`config.mk`:
```
export PLATFORM = sky130hd
export DESIGN_NAME = stage_sequencer
export DESIGN_NICKNAME = d
export VERILOG_FILES = /design/src/rtl/stage_sequencer.sv
export SDC_FILE = /design/constraint.sdc
export NUM_CORES = 1
export LEC_CHECK = 0
export CORE_UTILIZATION = 35
export DETAILED_ROUTE_END_ITERATION = 7
export GPL_TIMING_DRIVEN = 0
export PLACE_DENSITY = 0.82
export REMOVE_ABC_BUFFERS = 1
export SKIP_LAST_GASP = 1
export SYNTH_ARGS = -nofsm -noshare
export SYNTH_HDL_FRONTEND = slang
export SYNTH_SLANG_ARGS = --single-unit
```
`constraint.sdc`:
```
create_clock -name clk -period 3.7 [get_ports clk]
set_clock_uncertainty 0.15 [all_clocks]
set_input_delay 0.37 -clock clk [delete_from_list [all_inputs] [get_ports clk]]
set_output_delay 0.37 -clock clk [all_outputs]
set_load 0.03 [all_outputs]
```
`src/rtl/stage_sequencer.sv`:
```
// stage_sequencer: runs NUM_STAGES processing stages in order over a shared edge BRAM
// Ports:
//   clk, reset            single clock, synchronous active-high reset
//   run, stage_count      level run request and number of stages (clamped to NUM_STAGES)
//   abort                 abandon the current run and return to idle
//   stage_start/done      one-hot start pulse out, per-stage completion in
//   stage_addra/dina/wea  flattened per-slot BRAM port-A write buses
//   stage_addrb           flattened per-slot BRAM port-B read addresses
//   display_addr          VGA playback read address, owns port B when idle
//   bram_*                steered BRAM ports
//   busy, done, error     status; cur_stage is the active or last stage index
module stage_sequencer #(
    parameter int NUM_STAGES = 4,
    parameter int ADDR_W = 19,
    parameter int DATA_W = 3,
    parameter int TIMEOUT_W = 24,
    localparam int CNT_W = $clog2(NUM_STAGES + 1),
    localparam int IDX_W = (NUM_STAGES > 1) ? $clog2(NUM_STAGES) : 1
) (
    input  logic                         clk,
    input  logic                         reset,
    input  logic                         run,
    input  logic [CNT_W-1:0]             stage_count,
    input  logic                         abort,
    output logic [NUM_STAGES-1:0]        stage_start,
    input  logic [NUM_STAGES-1:0]        stage_done,
    input  logic [NUM_STAGES*ADDR_W-1:0] stage_addra,
    input  logic [NUM_STAGES*DATA_W-1:0] stage_dina,
    input  logic [NUM_STAGES-1:0]        stage_wea,
    input  logic [NUM_STAGES*ADDR_W-1:0] stage_addrb,
    input  logic [ADDR_W-1:0]            display_addr,
    output logic [ADDR_W-1:0]            bram_addra,
    output logic [DATA_W-1:0]            bram_dina,
    output logic                         bram_wea,
    output logic [ADDR_W-1:0]            bram_addrb,
    output logic                         busy,
    output logic                         done,
    output logic                         error,
    output logic [IDX_W-1:0]             cur_stage
);
    typedef enum logic [2:0] {S_IDLE, S_START, S_WAIT, S_DONE, S_ERROR} state_t;
    state_t state;
    logic [IDX_W-1:0] last;
    logic [TIMEOUT_W-1:0] wd;
    logic [CNT_W-1:0] n_clamp;
    logic [IDX_W-1:0] next_idx;
    logic wd_expire;
    logic active;
    logic [ADDR_W-1:0] slot_addra [NUM_STAGES];
    logic [ADDR_W-1:0] slot_addrb [NUM_STAGES];
    logic [DATA_W-1:0] slot_dina [NUM_STAGES];
    for (genvar i = 0; i < NUM_STAGES; i++) begin : g_slot
        assign slot_addra[i] = stage_addra[i*ADDR_W +: ADDR_W];
        assign slot_addrb[i] = stage_addrb[i*ADDR_W +: ADDR_W];
        assign slot_dina[i]  = stage_dina[i*DATA_W +: DATA_W];
    end
    assign n_clamp  = (stage_count > CNT_W'(NUM_STAGES)) ? CNT_W'(NUM_STAGES) : stage_count;
    assign next_idx = cur_stage + IDX_W'(1);
    // The count is compared before incrementing, so the trip value is one short of all-ones;
    // that places error exactly 2^TIMEOUT_W cycles after the start pulse.
    assign wd_expire = (wd == {{(TIMEOUT_W-1){1'b1}}, 1'b0});
    assign active = (state == S_START) || (state == S_WAIT);
    assign bram_addra = active ? slot_addra[cur_stage] : '0;
    assign bram_dina  = active ? slot_dina[cur_stage] : '0;
    assign bram_wea   = active ? stage_wea[cur_stage] : 1'b0;
    assign bram_addrb = active ? slot_addrb[cur_stage] : display_addr;
    always_ff @(posedge clk) begin
        if (reset) begin
            state       <= S_IDLE;
            stage_start <= '0;
            busy        <= 1'b0;
            done        <= 1'b0;
            error       <= 1'b0;
            cur_stage   <= '0;
            last        <= '0;
            wd          <= '0;
        end else if (abort) begin
            state       <= S_IDLE;
            stage_start <= '0;
            busy        <= 1'b0;
            done        <= 1'b0;
            error       <= 1'b0;
            wd          <= '0;
        end else begin
            stage_start <= '0;
            case (state)
                S_IDLE: begin
                    if (run) begin
                        cur_stage <= '0;
                        last      <= IDX_W'(n_clamp - CNT_W'(1));
                        if (n_clamp == '0) begin
                            state <= S_DONE;
                            done  <= 1'b1;
                        end else begin
                            state       <= S_START;
                            stage_start <= NUM_STAGES'(1);
                            busy        <= 1'b1;
                        end
                    end
                end
                S_START: begin
                    state <= S_WAIT;
                    wd    <= '0;
                end
                S_WAIT: begin
                    if (stage_done[cur_stage]) begin
                        if (cur_stage == last) begin
                            state <= S_DONE;
                            busy  <= 1'b0;
                            done  <= 1'b1;
                        end else begin
                            state       <= S_START;
                            cur_stage   <= next_idx;
                            stage_start <= NUM_STAGES'(1) << next_idx;
                        end
                    end else begin
                        wd <= wd + TIMEOUT_W'(1);
                        if (wd_expire) begin
                            state <= S_ERROR;
                            busy  <= 1'b0;
                            error <= 1'b1;
                        end
                    end
                end
                S_DONE: begin
                    if (!run) begin
                        state <= S_IDLE;
                        done  <= 1'b0;
                    end
                end
                S_ERROR: state <= S_ERROR;
                default: state <= S_IDLE;
            endcase
        end
    end
endmodule
```
After elaboration in Yosys (flattened, before gate mapping)

Index checks and enable logic that the tools add are counted.

$add $sub $neg: 3
Multiply operators: 0
Div/mod/pow operators: 0
Magnitude comparators: 3
Equality and inequality tests: 16
Shift operators: 1
Multiplexer cells: 48
Bitwise operators: 3
Reductions and logical operators: 14

Operators with widths:

| operator                                                         | number |
|---|---|
| 19-bit two-way mux                                               | 6 |
| 19-bit binary-select mux with 2-bit select                       | 2 |
| 24-bit case mux with 2 select lines                              | 1 |
| 24-bit by 1-bit adder with 24-bit output (second input constant) | 1 |
| 24-bit == test (second input constant)                           | 1 |
| 24-bit two-way mux                                               | 1 |
| 3-bit two-way mux                                                | 8 |
| 1-bit two-way mux                                                | 15 |
| 3-bit case mux with 5 select lines                               | 1 |
| 2-bit != test (second input constant)                            | 6 |
| 2-bit two-way mux                                                | 5 |
| 5-bit AND reduction                                              | 2 |
| 3-bit AND reduction                                              | 3 |
| 4-bit two-way mux                                                | 2 |
| 4-bit case mux with 2 select lines                               | 1 |
| 3-bit binary-select mux with 2-bit select                        | 1 |
| 3-bit by 2-bit == test with 1-bit output (second input constant) | 2 |
| 3-bit zero test                                                  | 2 |
| 3-bit by 2-bit != test with 1-bit output (second input constant) | 2 |
| 6-bit AND reduction                                              | 1 |
| 1-bit binary-select mux with 2-bit select                        | 2 |
| 2-bit by 1-bit != test with 1-bit output (second input constant) | 2 |
| 2-bit case mux with 2 select lines                               | 1 |
| 2-bit nonzero test                                               | 2 |
| 17 further kinds                                                 | 18 |

Bits in registers: 38
Latch bits: 0
RAM bits: 0
ROM bits: 0
Input bits: 198
Output and inout bits: 51
Word-level logic and storage cells: 96
Memories: 0

Longest topological paths before layout

Gate-level depths: netlist of run 1.

Depth in word-level cells: 6
Gate-level depth with buffers: 8
Depth with buffers taken out: 7

Worst setup path after synthesis of run 1

Ideal clock, no wire load.

Path kind: register -> output
From: reg cur_stage[0]
To: out bram_addra[14]
Data arrival time: 2.157 ns
Data required time: 3.180 ns
Slack: 1.023 ns
Stages on the path, launching flop included: 5
Path buffers: 2
Cell sequence: dfxtp_1 -> buf_2 -> buf_1 -> mux4_2 -> and2_1

Cells in the longest elaborated chain, start to end: 5

Ends and longest elaborated chain:

| item                                                   | line | text |
|---|---|---|
| from (decl)                                            | 39   | `output logic [IDX_W-1:0] cur_stage` |
| from (signal assigned)                                 | 113  | `cur_stage <= next_idx;` |
| 2-bit NOT with 3-bit output (not written as such)      | 63   | `assign bram_addra = active ? slot_addra[cur_stage] : '0;` |
| 19-bit binary-select mux with 2-bit select             | 63   |  |
| 19-bit two-way mux (not written as such) (2 in series) | 63   |  |
| 19-bit two-way mux                                     | 63   |  |
| to (decl)                                              | 32   | `output logic [ADDR_W-1:0] bram_addra,` |

No other way between the ends. The select of a mux whose other input is x is not followed.

Worst setup path in the final report of run 1

From: reg cur_stage[0]
To: reg wd[15]

Cells in the longest elaborated chain, start to end: 4

Ends and longest elaborated chain:

| item                                      | line | text |
|---|---|---|
| 1-bit binary-select mux with 2-bit select | 106  | `if (stage_done[cur_stage]) begin` |
| 1-bit two-way mux (not written as such)   | 106  |  |
| 2-bit != test (no source line)            | n/a  |  |
| 2-bit AND reduction (no source line)      | n/a  |  |
| to (signal assigned)                      | 117  | `wd <= wd + TIMEOUT_W'(1);` |
| to (decl)                                 | 44   | `logic [TIMEOUT_W-1:0] wd;` |

No other way between the ends. The select of a mux whose other input is x is not followed.
A chain may end at the register's enable or synchronous reset.

==> metrics.md, run 1 <==
| Metric | Value |
|---|---|
| Cell variety after synth | `51` |
| Total gr overflow | `0` |
| CP max stage delay | `0.94 ns` |
| Vias in the first global route | `4055` |
| VDD IR-drop max | `0.162 mV` |
| Critical path origin | `cur_stage[0]` |
| Slew headroom | `18.3%` |
| Final Cycle Share | `92.0%` |
| Critical path peak fanout | `51` |
| Number of synthesized register bits | `38` |
| Post-layout min period | `3.41 ns` |
| Clock buffer count from CTS | `5` |
| Synth area leader | `mux4_2` |
| Ys async rst share | `0%` |
| Worst path cell trace | `mux4_2, nor2_1, nand2_1, or4_1, a21oi_1` |
| Dpl ws | `0.330 ns` |
| CP Buf/Inv Count | `0` |
| Final number of hold-violating endpoints | `0` |
| Site Rows | `35` |
| WP data arrival | `3.48 ns` |
| Hold path start | `wd[22]` |
| CTS tree | `built` |
| Nets | `799` |
| Hold Path Class | `flop to flop` |
| Crit. End Element | `flop` |
| Post-synth EDFFs | `0` |
| Cell at the slowest stage of the critical path | `dfxtp_4` |
| Port Buffers | `248` |
| IO Pins | `249` |
| Syn_area_per_cell | `9.46 um2` |
| Htree depth | `2` |
| CTS Sinks | `38` |
| Top cells by area, synth | `mux4_2 (28%), dfxtp_1 (22%), mux2_2 (6.5%), and2_1 (4.9%), a21oi_1 (4.1%)` |
| Antenna violations before repair | `7` |
| Vias | `4112` |
| Clock Latency Late Sink | `0.29 ns` |
| Die Y | `101 um` |
| Most frequent cells in the layout | `clkdlybuf4s50_1 (248), mux4_2 (43), dfxtp_1 (36)` |
| Crit path depth | `5` |
| WL/cell | `21.2 um` |
| CTS Root Cell | `clkbuf_8` |
| Largest net degree at the start of global routing | `52` |
| First-pass GRT wire length | `22200 um` |
| Setup WS post-layout | `0.295 ns` |
| Seq/Total Area, Yosys | `22.1%` |
| Fin. max-slew vios | `0` |
| Placer Congestion | `0.891` |
| Crit path launch type | `flop` |
| Most used flip-flop cell after synthesis | `dfxtp_1` |
| Largest family of logic cells by synthesized area | `multiplexers` |
| Worst slew pin tran | `1.22 ns` |
| Crit path max-delay family | `simple AND/OR/NAND/NOR gates` |
| P&R area growth vs syn | `78.2%` |
| TritonRoute pass-1 iters | `5` |
| Post-synthesis instance total | `364` |
| Synth top area share | `28.1%` |
| Die X | `101 um` |
| Pwr dens | `200 nW/um2` |
| Synth Area in Adders | `2.54%` |
| DR vias/cell | `5.63` |
| Fin area | `6140 um2` |
| Final ANT Viol Nets | `0` |
| Post-CTS sizing | `0` |
| Simple-gate area share of the yosys netlist | `20.9%` |
| R2R Path Start | `cur_stage[0]` |
| Placed cell area | `6030 um2` |
| Total length of routed wires | `15500 um` |
| R2R depth | `5` |
| Fin util | `65.5%` |
| Worst-path clk slew | `0.07 ns` |
| Critical path type | `flop to flop` |
| Initial Util | `36.8%` |
| Req. time, crit path | `3.78 ns` |
| DR DRC count | `0` |
| # setup viols final | `0` |
| Clock Tree Buf Depth | `2` |
| Hold Crit Depth | `1` |
| Post-synthesis compound-gate area fraction | `15.1%` |
| Die area | `10200 um2` |
| Post-Synth XOR/XNOR Area | `0.763%` |
| Mux contribution to synthesized area | `34.9%` |
| CTS Hold Bufs | `0` |
| GRT Util Overall | `28.9%` |
| Total power | `1220 uW` |
| Leak pwr | `0.00202 uW` |
| Fmax | `294 MHz` |
| Status | `complete, no violations` |
| Setup TNS | `0 ns` |
| Warnings from Yosys | `0` |
| Core area | `9370 um2` |
| Max Cap Viol | `0` |
| Post-DP HPWL | `12900 um` |
| Post-CTS setup buffer count | `0` |
| Synth Cell Area | `3440 um2` |
| Unrepaired setup endpoints after global routing | `no` |
| Detailed Route Iter0 Violations | `329` |
| Commonest non-fill, non-tap cell in the layout | `clkdlybuf4s50_1` |
| Share of cells above drive strength 1 | `13.4%` |
==> metal layers <==
layer / wire (um) / share of wire [%] / global-route usage (%)
met5: 31 / 0.20 / 0
met4: 389 / 2.5 / 8.81
met3: 1740 / 11 / 11.2
met2: 7740 / 50 / 49.8
met1: 5560 / 36 / 33.2
==> flip-flops by register name, summed over array words and instances, names as in the netlist <==
name,count
stage_start,4
wd,24
error,1
done,1
cur_stage,2
state,3
last,2
busy,1
==> logic make-up after synthesis <==
| family | after synthesis |
|---|---|
| AOI/OAI and AO/OA | 86 |
| xor gates and xnor gates | 3 |
| muxes | 64 |
| adders and majority gates | 7 |
| DFF | 38 |
| and+or+nand+nor | 134 |
| buffers and inverters | 32 |
==> area by class of cell <==
class / instances / area [um2]
multi-input combinational: 294 / 2560
fill: 774 / 3230
clock buffer: 7 / 86.3
antenna: 6 / 15.0
clock inverter: 1 / 5.00
sequential: 38 / 766
tap: 129 / 161
inverter: 5 / 18.8
timing repair buffer: 250 / 2520
==> worst paths after layout <==
kind              endpoint  slack [ns]
setup / recovery    wd[15]        0.29
hold / removal      wd[22]        0.32
setup reg to reg    wd[15]        0.29
hold reg to reg     wd[22]        0.32
==> synth_stat cells (7+ instances only) <==
cell,number
mux4_2,43
dfxtp_1,38
nor2_1,32
a21oi_1,28
and2_1,27
o21ai_0,24
mux2_2,20
clkbuf_1,19
nand2_1,16
nand3_1,13
nand4_1,10
a31oi_1,9
ha_1,7
==> stage by stage <==
| step | hold WS [ns] | cells |
|---|---|---|
| CTS | 0.328 | 724 |
| global route | 0.348 | 726 |
| global placement | 0.301 | 714 |
| detailed placement | 0.308 | 716 |
| floorplan | 0.285 | 337 |
| finish | 0.324 | 730 |
==> power by group <==
part	internal [uW]	switching (uW)	total [uW]
registers	412	7.08	419
clock network	150	147	297
logic	316	192	508
total	878	346	1220
Note: power is estimated with default switching activity, not from simulation.
==> inputs of run 2 (changes only) <==
Clock period 3.7 ns to 3.2 ns, I/O delays scaled along.
==> run 2 against run 1 <==
Critical endpoint is now bram_addrb[15]. Total power up 16%. Critical path depth fell by 1. First-iteration DRC count fell by 5.2%. Sequential share of layout area down 0.086 points. Global-route usage up 0.37 points. Core utilization grew 0.45 points. Register-to-register slack improved by 0.06 ns. Worst setup slack worse by 0.063 ns. Critical path type is now flop to output port.
==> metrics.md, run 2 (synthesis gave the netlist of run 1 again) <==
| Metric | Value |
|---|---|
| Worst-path clk slew | `0.07 ns (about the same)` |
| Hold Crit Depth | `1 (unchanged)` |
| Critical path type | `flop to output port` |
| Post-layout min period | `2.97 ns` |
| Vias | `4150 (+0.92%)` |
| R2R Setup Slk | `0.35 ns (+0.06 ns)` |
| Site Rows | `35 (unchanged)` |
| Fin. max-slew vios | `0 (unchanged)` |
| Setup WS post-layout | `0.232 ns (-0.0629 ns)` |
| Commonest non-fill, non-tap cell in the layout | `clkdlybuf4s50_1` |
| DR DRC count | `0 (unchanged)` |
| Total gr overflow | `0 (unchanged)` |
| CP max stage delay | `0.70 ns (-0.24 ns)` |
| GRT Util Overall | `29.3% (+0.37 points)` |
| Worst Hold Path EP | `wd[22]` |
| Power share of the combinational group | `41.5% (about the same)` |
| Hold path start | `wd[22]` |
| Status | `complete, no violations` |
| Port Buffers | `248 (unchanged)` |
| Total power | `1420 uW (+16%)` |
| Worst slew pin tran | `1.22 ns (+0.000662 ns)` |
| Die X | `101 um (unchanged)` |
| Largest net degree at the start of global routing | `43 (-17%)` |
| Crit path launch type | `flop` |
| Internal power | `1020 uW (+16%)` |
| Clock buffer count from CTS | `5 (unchanged)` |
| Die Y | `101 um (unchanged)` |
| Pwr dens | `230 nW/um2 (+15%)` |
| Hold Path Class | `flop to flop` |
| DR vias/cell | `5.67 (+0.65%)` |
| Detailed Route Iter0 Violations | `312 (-5.2%)` |
| First-pass GRT wire length | `22400 um (+0.93%)` |
| Most frequent cells in the layout | `clkdlybuf4s50_1 (248), mux4_2 (43), dfxtp_1 (36)` |
| R2R Path Start | `cur_stage[0]` |
| P&R area growth vs syn | `79.4%` |
| Htree depth | `2 (unchanged)` |
| Final ANT Viol Nets | `0 (unchanged)` |
| Unrepaired setup endpoints after global routing | `no` |
| Leak pwr | `0.00204 uW (+0.79%)` |
| TritonRoute pass-1 iters | `6 (+1)` |
| # setup viols final | `0 (unchanged)` |
| Crit path max-delay family | `buffers and inverters` |
| Slew headroom | `18.2% (-0.045 points)` |
| Final number of hold-violating endpoints | `0 (unchanged)` |
| Clock Latency Late Sink | `0.29 ns (about the same)` |
| Switch share | `28.4% (+0.16 points)` |
| Fmax | `337 MHz` |
| Share of cells above drive strength 1 | `13.9% (+0.46 points)` |
| Total length of routed wires | `15800 um (+2.0%)` |
| Cell at the slowest stage of the critical path | `dfxtp_2` |
| Net switching power | `404 uW (+17%)` |
| R2R depth | `4 (-1)` |
| Die area | `10200 um2 (unchanged)` |
| Max reg flops | `24 (unchanged)` |
| Req. time, crit path | `2.73 ns (-1.05 ns)` |
| Clock power frac | `24.4% (about the same)` |
| Regs by FF count | `wd x24, stage_start x4, state x3` |
| Post-DP HPWL | `12900 um (unchanged)` |
| CTS tree | `built` |
| Final Cycle Share | `92.8%` |
| CTS Root Cell | `clkbuf_8` |
| IO Pins | `249 (unchanged)` |
| Core area | `9370 um2 (unchanged)` |
| VDD IR-drop max | `0.188 mV (+16%)` |
| WP data arrival | `2.50 ns (-0.98 ns)` |
| Nets | `801 (+0.25%)` |
| Worst path cell trace | `buf_12, mux4_2, mux2_2, clkdlybuf4s50_1` |
| CTS Sinks | `38 (unchanged)` |
| Initial Util | `36.8% (unchanged)` |
| Dpl ws | `-0.170 ns (-0.500 ns)` |
| Crit. End Element | `output port` |
| Antenna violations before repair | `8 (+1)` |
| WL/cell | `21.6 um (+1.8%)` |
| Critical path peak fanout | `27 (-47%)` |
| Sequential share of power | `34.1% (about the same)` |
| FF-to-FF End | `wd[20]` |
| Biggest register | `wd` |
| Clock Tree Buf Depth | `2 (unchanged)` |
| Fin util | `66.0% (+0.45 points)` |
| # fillers | `774 (unchanged)` |
| Placer Congestion | `0.891 (unchanged)` |
| CP Buf/Inv Count | `2 (+2)` |
| Vias in the first global route | `4069 (+0.35%)` |
| Max Cap Viol | `0 (unchanged)` |
-- run 2: cell count changes in the layout (fill, tap and decap cells not counted) --
cell | previous run | this run
nor2_2 | 0 | 1
buf_12 | 2 | 4
nor2_1 | 31 | 30
-- run 2: worst reg2reg max path: cells and delay by family, from the launching register on --
| family | cells | cell delay [ns] |
|---|---|---|
| muxes | 1 | 0.69 |
| and+or+nand+nor | 1 | 0.39 |
| AOI/OAI and AO/OA | 2 | 0.95 |
| DFF | 1 | 0.57 |
-- run 2: area by class of cell --
class                           instances  area [um2]  share of cell area (%)
Sequential cell                        38         766                    12.4
Tap cell                              129         161                    2.61
Antenna cell                            6        15.0                   0.243
Timing Repair Buffer                  252        2560                    41.5
Clock buffer                            7        86.3                    1.40
Clock inverter                          1        5.00                  0.0810
Inverter                                5        18.8                   0.304
Multi-Input combinational cell        294        2570                    41.5
-- run 2: worst max path at each step --
stage	start	cells after the start	to
floorplan	cur_stage[0]	4	wd[20]
global placement	cur_stage[0]	5	wd[15]
detailed placement	cur_stage[0]	5	wd[15]
CTS	cur_stage[0]	4	bram_addra[8]
global route	state[0]	5	bram_addrb[6]
finish	cur_stage[1]	4	bram_addrb[15]
-- run 2: power groups by stage --
stage	combinational [uW]	clock, uW	sequential [uW]
after floorplan	216	0	497
after global placement	570	0	496
after detailed placement	586	0	496
after CTS	589	348	484
after global routing	617	376	485
final	589	347	484
-- run 2: metal layers --
metal	wire [um]	vias up	global-route usage (%)
met3	1750	34	11.5
met1	5690	1983	33.7
li1	-	1879	-
met4	376	4	9.14
met5	35	-	0
met2	7930	250	50.2
-- run 2: repair_timing --
| action | CTS | global route |
|---|---|---|
| setup buffers | 1 | 1 |
| pin swaps | 0 | 0 |
| hold buffers | 0 | 0 |
| setup endpoints to repair | 31 | 19 |
| resized for setup | 0 | 1 |
-- run 2: through the flow --
stage	area (um2)	hold slack, ns	setup TNS [ns]	instances
detailed placement	6030	0.308	-0.463	716
finish	6180	0.327	0	732
global placement	5980	0.301	-106.73	714
CTS	6140	0.328	0	725
global route	6170	0.348	0	729
floorplan	3340	0.239	-46.18	337
